File: src/rtl/swervolf_ram_loader.sv
// Boot loader: packs a length-prefixed byte stream into 64-bit AXI4 single-beat RAM writes,
// then releases the core from reset. Define SWERVOLF_LOADER_CHECKSUM_EN to require a trailing sum byte.
`timescale 1ns/1ps
module swervolf_ram_loader #(
    parameter int          ID_WIDTH  = 6,
    parameter logic [31:0] BASE_ADDR = 32'h0,
    parameter logic [31:0] MEM_SIZE  = 32'h10000,
    parameter int          AXI_ID    = 0
) (
    input  logic                clk,
    input  logic                rst_n,
    input  logic                i_skip,
    input  logic [7:0]          i_data,
    input  logic                i_valid,
    output logic                o_ready,
    output logic [ID_WIDTH-1:0] o_awid,
    output logic [31:0]         o_awaddr,
    output logic [7:0]          o_awlen,
    output logic [2:0]          o_awsize,
    output logic [1:0]          o_awburst,
    output logic                o_awvalid,
    input  logic                i_awready,
    output logic [63:0]         o_wdata,
    output logic [7:0]          o_wstrb,
    output logic                o_wlast,
    output logic                o_wvalid,
    input  logic                i_wready,
    input  logic [ID_WIDTH-1:0] i_bid,
    input  logic [1:0]          i_bresp,
    input  logic                i_bvalid,
    output logic                o_bready,
    output logic                o_core_rstn,
    output logic                o_done,
    output logic                o_err
);

`ifdef SWERVOLF_LOADER_CHECKSUM_EN
    typedef enum logic [2:0] {HDR, COLLECT, WRITE, RESP, DONE, ERR, CSUM} state_t;
    localparam state_t TAIL = CSUM;
`else
    typedef enum logic [2:0] {HDR, COLLECT, WRITE, RESP, DONE, ERR} state_t;
    localparam state_t TAIL = DONE;
`endif

    state_t      state_q, state_d;
    logic        ready_q, ready_d;
    logic [1:0]  hdr_cnt_q, hdr_cnt_d;
    logic [31:0] remaining_q, remaining_d;
    logic [2:0]  k_q, k_d;
    logic [31:0] awaddr_q, awaddr_d;
    logic [63:0] wdata_q, wdata_d;
    logic [7:0]  wstrb_q, wstrb_d;
    logic        awvalid_q, awvalid_d;
    logic        wvalid_q, wvalid_d;
`ifdef SWERVOLF_LOADER_CHECKSUM_EN
    logic [7:0]  sum_q, sum_d;
`endif

    logic        accept;
    logic [31:0] hdr_len;
    logic        unused_bid;

    assign accept     = ready_q & i_valid;
    // The header is shifted into remaining, LSB first; on the 4th byte this is LEN.
    assign hdr_len    = {i_data, remaining_q[31:8]};
    assign unused_bid = ^i_bid;

    always_ff @(posedge clk or negedge rst_n) begin
        if (!rst_n) begin
            state_q     <= HDR;
            ready_q     <= 1'b0;
            hdr_cnt_q   <= 2'd0;
            remaining_q <= 32'd0;
            k_q         <= 3'd0;
            awaddr_q    <= BASE_ADDR;
            wdata_q     <= 64'd0;
            wstrb_q     <= 8'd0;
            awvalid_q   <= 1'b0;
            wvalid_q    <= 1'b0;
`ifdef SWERVOLF_LOADER_CHECKSUM_EN
            sum_q       <= 8'd0;
`endif
        end else begin
            state_q     <= state_d;
            ready_q     <= ready_d;
            hdr_cnt_q   <= hdr_cnt_d;
            remaining_q <= remaining_d;
            k_q         <= k_d;
            awaddr_q    <= awaddr_d;
            wdata_q     <= wdata_d;
            wstrb_q     <= wstrb_d;
            awvalid_q   <= awvalid_d;
            wvalid_q    <= wvalid_d;
`ifdef SWERVOLF_LOADER_CHECKSUM_EN
            sum_q       <= sum_d;
`endif
        end
    end

    always_comb begin
        state_d     = state_q;
        hdr_cnt_d   = hdr_cnt_q;
        remaining_d = remaining_q;
        k_d         = k_q;
        awaddr_d    = awaddr_q;
        wdata_d     = wdata_q;
        wstrb_d     = wstrb_q;
        awvalid_d   = awvalid_q;
        wvalid_d    = wvalid_q;
`ifdef SWERVOLF_LOADER_CHECKSUM_EN
        sum_d       = sum_q;
`endif

        case (state_q)
            HDR: begin
                // ready is still low only in the first cycle after reset: the one chance to skip.
                if (!ready_q) begin
                    if (i_skip) state_d = DONE;
                end else if (accept) begin
                    hdr_cnt_d   = hdr_cnt_q + 2'd1;
                    remaining_d = hdr_len;
                    if (hdr_cnt_q == 2'd3) begin
                        if (hdr_len == 32'd0)         state_d = TAIL;
                        else if (hdr_len > MEM_SIZE)  state_d = ERR;
                        else                          state_d = COLLECT;
                    end
                end
            end
            COLLECT: begin
                if (accept) begin
                    wdata_d[{k_q, 3'b000} +: 8] = i_data;
                    wstrb_d[k_q]                = 1'b1;
                    remaining_d                 = remaining_q - 32'd1;
                    k_d                         = k_q + 3'd1;
`ifdef SWERVOLF_LOADER_CHECKSUM_EN
                    sum_d                       = sum_q + i_data;
`endif
                    if (k_q == 3'd7 || remaining_q == 32'd1) begin
                        state_d   = WRITE;
                        awvalid_d = 1'b1;
                        wvalid_d  = 1'b1;
                    end
                end
            end
            WRITE: begin
                awvalid_d = awvalid_q & ~i_awready;
                wvalid_d  = wvalid_q & ~i_wready;
                if (!awvalid_d && !wvalid_d) state_d = RESP;
            end
            RESP: begin
                if (i_bvalid) begin
                    if (i_bresp != 2'b00) begin
                        state_d = ERR;
                    end else begin
                        awaddr_d = awaddr_q + 32'd8;
                        wdata_d  = 64'd0;
                        wstrb_d  = 8'd0;
                        k_d      = 3'd0;
                        state_d  = (remaining_q == 32'd0) ? TAIL : COLLECT;
                    end
                end
            end
`ifdef SWERVOLF_LOADER_CHECKSUM_EN
            CSUM: begin
                if (accept) state_d = (i_data == sum_q) ? DONE : ERR;
            end
`endif
            default: ;
        endcase

        // Registered ready follows the state being entered, so it drops the cycle after the last byte.
        ready_d = (state_d == HDR) || (state_d == COLLECT);
`ifdef SWERVOLF_LOADER_CHECKSUM_EN
        if (state_d == CSUM) ready_d = 1'b1;
`endif
    end

    assign o_ready     = ready_q;
    assign o_awid      = ID_WIDTH'(AXI_ID);
    assign o_awaddr    = awaddr_q;
    assign o_awlen     = 8'd0;
    assign o_awsize    = 3'd3;
    assign o_awburst   = 2'b01;
    assign o_awvalid   = awvalid_q;
    assign o_wdata     = wdata_q;
    assign o_wstrb     = wstrb_q;
    assign o_wlast     = 1'b1;
    assign o_wvalid    = wvalid_q;
    assign o_bready    = (state_q == RESP);
    assign o_done      = (state_q == DONE);
    assign o_err       = (state_q == ERR);
    assign o_core_rstn = (state_q == DONE);

endmodule

File: config.mk
export PLATFORM = sky130hd
export DESIGN_NAME = swervolf_ram_loader
export DESIGN_NICKNAME = d
export VERILOG_FILES = /design/src/rtl/swervolf_ram_loader.sv
export SDC_FILE = /design/constraint.sdc
export NUM_CORES = 1
export LEC_CHECK = 0
export ABC_AREA = 1
export BUFFER_PORTS_ARGS = -buffer_cell sky130_fd_sc_hd__buf_2
export CELL_PAD_IN_SITES_DETAIL_PLACEMENT = 0
export CELL_PAD_IN_SITES_GLOBAL_PLACEMENT = 1
export CORE_UTILIZATION = 36
export CTS_CLUSTER_SIZE = 28
export DETAILED_ROUTE_END_ITERATION = 8
export PLACE_DENSITY_LB_ADDON = 0.1
export SYNTH_ARGS = -nofsm -noshare
export SYNTH_HDL_FRONTEND = slang
export SYNTH_SLANG_ARGS = --single-unit
File: constraint.sdc
create_clock -name clk -period 1.95 [get_ports clk]
set_input_delay 0 -clock clk [delete_from_list [all_inputs] [get_ports clk]]
set_output_delay 0 -clock clk [all_outputs]
set_load 0.05 [all_outputs]
-- After elaboration in Yosys (flattened, before gate mapping)
Cells that the tools add are included.
- register bits after elaboration: 147
- bits of input ports: 23
- logic and storage cells: 97
- output and inout bits: 131
- shifts and indexed selects: 2
- order comparisons: 3
- add/sub/neg operators: 5
- reductions and logical operators: 19
- bitwise gates (word level): 7
- equal/unequal tests: 15
- multiplexer cells: 36
- operator list (kind ; count):
    two-way mux 64 bit ; 3
    case mux 64 bit (2 select lines) ; 1
    two-way mux 32 bit ; 3
    bitwise mux 64 bit ; 1
    logical NOT 32 bit ; 2
    case mux 32 bit (2 select lines) ; 1
    variable shift 8 x 8 -> 64 bit (first input constant) ; 1
    indexed part select 8 x 8 -> 64 bit ; 1
    two-way mux 3 bit ; 15
    adder 32 x 4 -> 32 bit (second input constant) ; 1
    == test 32 x 1 -> 1 bit (second input constant) ; 1
    greater-than comparator 32 x 17 -> 1 bit (second input constant) ; 1
    subtractor 32 x 1 -> 32 bit (second input constant) ; 1
    two-way mux 8 bit ; 3
    case mux 8 bit (2 select lines) ; 1
    inequality test 2 bit (second input constant) ; 6
    case mux 3 bit (4 select lines) ; 1
    == test 3 bit (second input constant) ; 3
    AND reduction 3 bit ; 3
    negator 6 -> 8 bit ; 1
    bitwise OR 8 bit ; 1
    AND reduction 4 bit ; 2
    nonzero test 2 bit ; 4
    == test 3 x 1 -> 1 bit (second input constant) ; 2
    other kinds (16) ; 28

-- Logic depth before layout (Yosys ltp)
- word-level depth: 9
- depth in mapped cells: 12

-- Worst setup path after synthesis
Ideal clock, no wire load.
- path type: register -> register
- start point: reg k_q[0]
- end point: reg wdata_q[55], in the netlist o_wdata[55]
- period minus slack after synthesis: 1.912 ns
- path slack: 0.038 ns
- setup time: 0.124 ns
- stages on the path, launching flop included: 11
- path buffers: 1
- data arrival time: 1.787 ns
- path through: dfrtp_1 inv_1 ha_1 ha_1 nor3_1 nand2_1 nor2_1 nand2_4 buf_6 nand3_1 o21ai_1
- cells in the longest elaborated chain, start to end: 5
- elaborated cells between the ends (all ways): 6
- those cells by class: add/sub: 1; shift: 2; mux: 3
- ends and longest elaborated chain (item ; line ; RTL):
    start: declaration ; 49 ; logic [2:0] k_q, k_d;
    start signal: assignment ; 88 ; k_q <= k_d;
    negator 6 -> 8 bit (*) ; 131 ; wdata_d[{k_q, 3'b000} +: 8] = i_data;
    indexed part select 8 x 8 -> 64 bit or variable shift 8 x 8 -> 64 bit (tied branches) ; 131 ;
    bitwise mux 64 bit (*) ; 131 ;
    two-way mux 64 bit (*) ; 130 ; if (accept) begin
    case mux 64 bit (2 select lines) (*) ; 114 ; case (state_q)
    end signal: assignment ; 90 ; wdata_q <= wdata_d;
    end: declaration ; 51 ; logic [63:0] wdata_q, wdata_d;
Every way passes the cells marked *; elsewhere a longest branch is shown, timed or not. The select of a mux whose other input is x is not followed.
A chain may end at the register's enable or synchronous reset.

-- Worst setup path in the final report
- start point: reg k_q[0]
- end point: reg wdata_q[40], in the netlist o_wdata[40]
Same word-level chain as after synthesis.

==> impl.org <==
** Clock tree
- Clock sink total :: 144
- Clock-pin slew reported for the worst setup and hold paths after clock tree synthesis :: about 70 ps
- For the worst-skew pair, the clock arrives at the later sink with an insertion delay of between 400 and 500 ps.
- Max Root-Sink Buffers :: 2
- The clock tree synthesis step divided the H-tree into 4 levels.
- CTS tree :: yes
- Clock tree synthesis selected as its root buffer the cell sky130_fd_sc_hd__clkbuf_16.
- Number of buffers created by CTS :: 17

** Critical path
- Worst path top cell family by delay :: adder cells
- CP endpoint kind :: register
- Among all stages on the critical path, the largest delay is contributed by sky130_fd_sc_hd__ha_2.
- Startpoint Class :: register
- Buffering stage count on the worst path with inverters included :: 2
- Along the worst path, the maximum fanout reaches 9.
- At the worst endpoint, the required time is 2250 ps.
- For the worst setup path, the data arrival time is ~2100 ps.
- Register-to-Register Path Depth :: 7
- Classification of the worst setup path :: register to register
- Origin of the critical flop-to-flop path :: k_q[0]
- In this design, the stage delay of the slowest critical-path cell is 400 ps.
- The worst register-to-register path ends at o_wdata[40].
- Walking the worst path, the cells encountered are inv_1, ha_1, ha_2, nor2_1, buf_4, o21ai_2, o21ai_0.
- Reg2reg setup slack :: between 100 and 150 ps

** Floorplanning
- The floorplan step defined a core boundary enclosing 21,200 um2.
- From bottom edge to top edge, the die measures 150 um.
- Initial core utilization :: approximately 37%
- Die outline width :: around 150 um
- The floorplan has 53 rows.
- between 150 and 200 I/O pins were placed.
- The die covers approximately 22,000 um2.

** STA
- Across the routed clock network, the largest skew measured is between 15 and 20 ps.
- Final number of hold-violating endpoints :: 0
- Maximum achievable frequency :: between 500 and 600 MHz
- The clock period could shrink to ~1800 ps.
- The final max-slew violation count came to 0.
- Total negative setup slack :: 0 ps
- After layout, the worst path uses between 90% and 100% of the clock period.
- Setup repair after global routing left no endpoint under its margin.
- Setup violations remaining at the end of the flow were counted as 0.

** Routing
- The first detailed-routing pass took 5 iterations.
- After detailed routing, the number of vias per cell comes to around 4.8.
- Total wire length :: around 23,000 um
- Routed metal-1 wire length :: 11,600 um
- In the routed design, unresolved DRC markers number 0.
- Iteration-0 DRC Markers :: about 340
- The detail route stage leaves a number of antenna-violating nets equal to 0.
- Wire segments on met2 add up to about 10,000 um in the final route.
- DR top layer :: met4
- Detailed routing inserted a total of between 7,000 and 8,000 vias.
- Routed length per placed instance :: roughly 15 um
- Met3 routed wirelength :: ~1100 um

** Finish
- Antenna cells :: 0
- Final non-filler cell area :: about 10000 um2
- Layout-stage area growth over the synthesis result :: 23.3%
- Fillcell total :: about 2,200
- The net count of the finished layout is around 1,200.
- The count of cells in the finished layout, fillers not included, comes to roughly 1,500.
- The post-route netlist has 18.5% of its cells at a drive strength greater than 1.

** Min path
- Hold-critical path depth :: 5
- Worst Hold Launch :: i_data[5]
- Hold crit path type :: input pin to register
- The path with the worst hold slack has its endpoint at remaining_q[29].

** Logic synthesis
- Summing the areas of all fa, ha and maj instances in the mapped netlist gives 1.43% of the synthesized area.
- In this run the cell area of the synthesized design comes to around 8000 um2.
- Cell count after synthesis :: approximately 1,000
- Portion of the post-synthesis area used by sequential elements :: between 40% and 50%
- Combinational family with the most area after synthesis :: simple AND/OR/NAND/NOR gates
- Most area-hungry cell type in the Yosys netlist :: sky130_fd_sc_hd__dfrtp_1
- Seq cells post-synth :: 144
- Most numerous cell in the Yosys netlist :: sky130_fd_sc_hd__nand2_1
- The synthesized netlist contains 38 unique library cells.
- Most frequently used flop master after synthesis :: sky130_fd_sc_hd__dfrtp_1
- Number of flops mapped to enable cells by yosys :: 0
- Of all flip-flops after synthesis, the portion carrying an async set or reset was 100%.
- Syn avg cell area :: roughly 7.5 um2
- XOR/XNOR Fraction of Synth Area :: 4.00%
- After synthesis, the share of cell area in mux cells is less than 1%.
- Most frequent cells after synthesis :: sky130_fd_sc_hd__nand2_1 (251), sky130_fd_sc_hd__dfrtp_1 (144), sky130_fd_sc_hd__o21ai_0 (137)
- Count of yosys warnings during synthesis :: 0
- Complex-gate fraction of the synthesized area :: between 10% and 20%
- By area the synthesized netlist is led by sky130_fd_sc_hd__dfrtp_1 (46%), sky130_fd_sc_hd__nand2_1 (12%), sky130_fd_sc_hd__o21ai_0 (8.7%).
- Proportion of netlist area held by the largest area contributor :: approximately 46%
- Post-synthesis share of cell area spent on and, or, nand and nor gates :: between 20% and 30%

** Pwr
- Maximum VDD drop :: around 0.00065 V
- Dividing total power by cell area gives a power density of roughly 1200 nW/um2.
- In this run the static leakage power is 0.00492 uW.

** Place
- Routability-driven placement finished with a final weighted congestion of a little over 0.8.
- Detailed placement finished with a half-perimeter wire length of around 17,000 um.
- The placed instances occupy a cell area of between 8000 and 9000 um2.
- Quantity of I/O buffers inserted on ports :: 124
- Number of cells in the design after placement :: 1,454

** GRT
- Pin count of the biggest net entering global routing :: 42
- Global-route wire length before repair :: around 38,000 um
- The number of antenna violations at the first check in global routing is 0.
- Via count of the first global-routing pass :: approximately 7,000
- GR Util All Layers :: a little over a fifth
- The total overflow left after global routing is 0.

** Flow run
- Across the run, the number of max-cap violations was 0.

** Status
- Result of the run :: completed
-- through the flow --
stage	utilization [%]	setup slack [ps]	power, uW	hold slack [ps]
2_1_floorplan	-	38.5	7040	-296
5_1_grt	45.8	5.59	12400	40.9
6_report	45.8	108	11700	2.39
3_5_place_dp	42.1	54.0	8290	-32.2
4_1_cts	45.4	44.8	11600	2.59
3_3_place_gp	42.1	96.6	8270	-33.3
-- cell usage in the layout, fill, tap and decap left out, types with 8 or more instances in the layout --
cell type,instances
sky130_fd_sc_hd__dfrtp_1,143
sky130_fd_sc_hd__o21ai_1,19
sky130_fd_sc_hd__dlygate4sd3_1,10
sky130_fd_sc_hd__xnor2_1,10
sky130_fd_sc_hd__xor2_1,26
sky130_fd_sc_hd__inv_1,112
sky130_fd_sc_hd__clkbuf_16,17
sky130_fd_sc_hd__ha_1,8
sky130_fd_sc_hd__nor3_1,19
sky130_fd_sc_hd__conb_1,23
sky130_fd_sc_hd__a21oi_1,13
sky130_fd_sc_hd__nand4_1,13
sky130_fd_sc_hd__buf_4,36
sky130_fd_sc_hd__o21ai_0,135
sky130_fd_sc_hd__nand2_1,248
sky130_fd_sc_hd__nor2_1,129
sky130_fd_sc_hd__buf_2,123
sky130_fd_sc_hd__nand3_1,75
-- final cells by class --
cell class | count | area (um2) | area share [%]
well taps | 275 | 344 | 3.54
clock inverters | 15 | 183 | 1.88
flip-flops and latches | 144 | 3600 | 37.1
multi-input cells | 756 | 3650 | 37.5
clock buffers | 17 | 425 | 4.38
repair buffers | 174 | 1070 | 11.0
inverters | 116 | 444 | 4.57
-- cell families after synthesis --
logic type / Yosys count
buffers and inverters: 169
adders and majority gates: 9
AOI/OAI and AO/OA: 180
other: 2
DFF: 144
muxes: 1
and+or+nand+nor: 507
xor gates and xnor gates: 36
-- report_power, final --
part	total (uW)	switching [uW]	internal, uW
clock	3330	1590	1740
combinational	4160	3010	1150
sequential	4170	539	3630
-- worst max path at each step --
stage | start | endpoint | depth (start not counted)
floorplan | k_q[0] | o_wdata[55] | 10
global placement | state_q[0] | remaining_q[31] | 8
detailed placement | state_q[0] | o_wdata[6] | 8
CTS | state_q[0] | o_wdata[3] | 8
global route | k_q[0] | o_wdata[42] | 8
finish | k_q[0] | o_wdata[40] | 7
-- registers in the layout, indices dropped and copies added, names as in the netlist --
| name | count |
|---|---|
| o_wstrb | 8 |
| o_wvalid | 1 |
| o_awvalid | 1 |
| state_q | 3 |
| o_awaddr | 29 |
| o_wdata | 64 |
| o_ready | 1 |
| k_q | 3 |
| remaining_q | 32 |
| hdr_cnt_q | 2 |
-- metal layers --
layer | GRT usage (%) | up-vias
met5 | 0 | -
met2 | 32.4 | 157
met1 | 32.1 | 3333
li1 | - | 3647
met3 | 4.39 | 17
met4 | 5.40 | 0
-- timing repair --
action,4_1_cts,5_1_grt
hold buffers,10,0
hold endpoints to repair,153,0
setup endpoints to repair,0,56
gates resized for setup,0,19
buffers inserted,0,1
-- worst min-delay path: stages --
cell	delay, ps
sky130_fd_sc_hd__buf_2	70
sky130_fd_sc_hd__inv_1	50
sky130_fd_sc_hd__o21ai_0	150
sky130_fd_sc_hd__nand2_1	50
sky130_fd_sc_hd__o21ai_0	60
(Power assumes the default switching activity.)
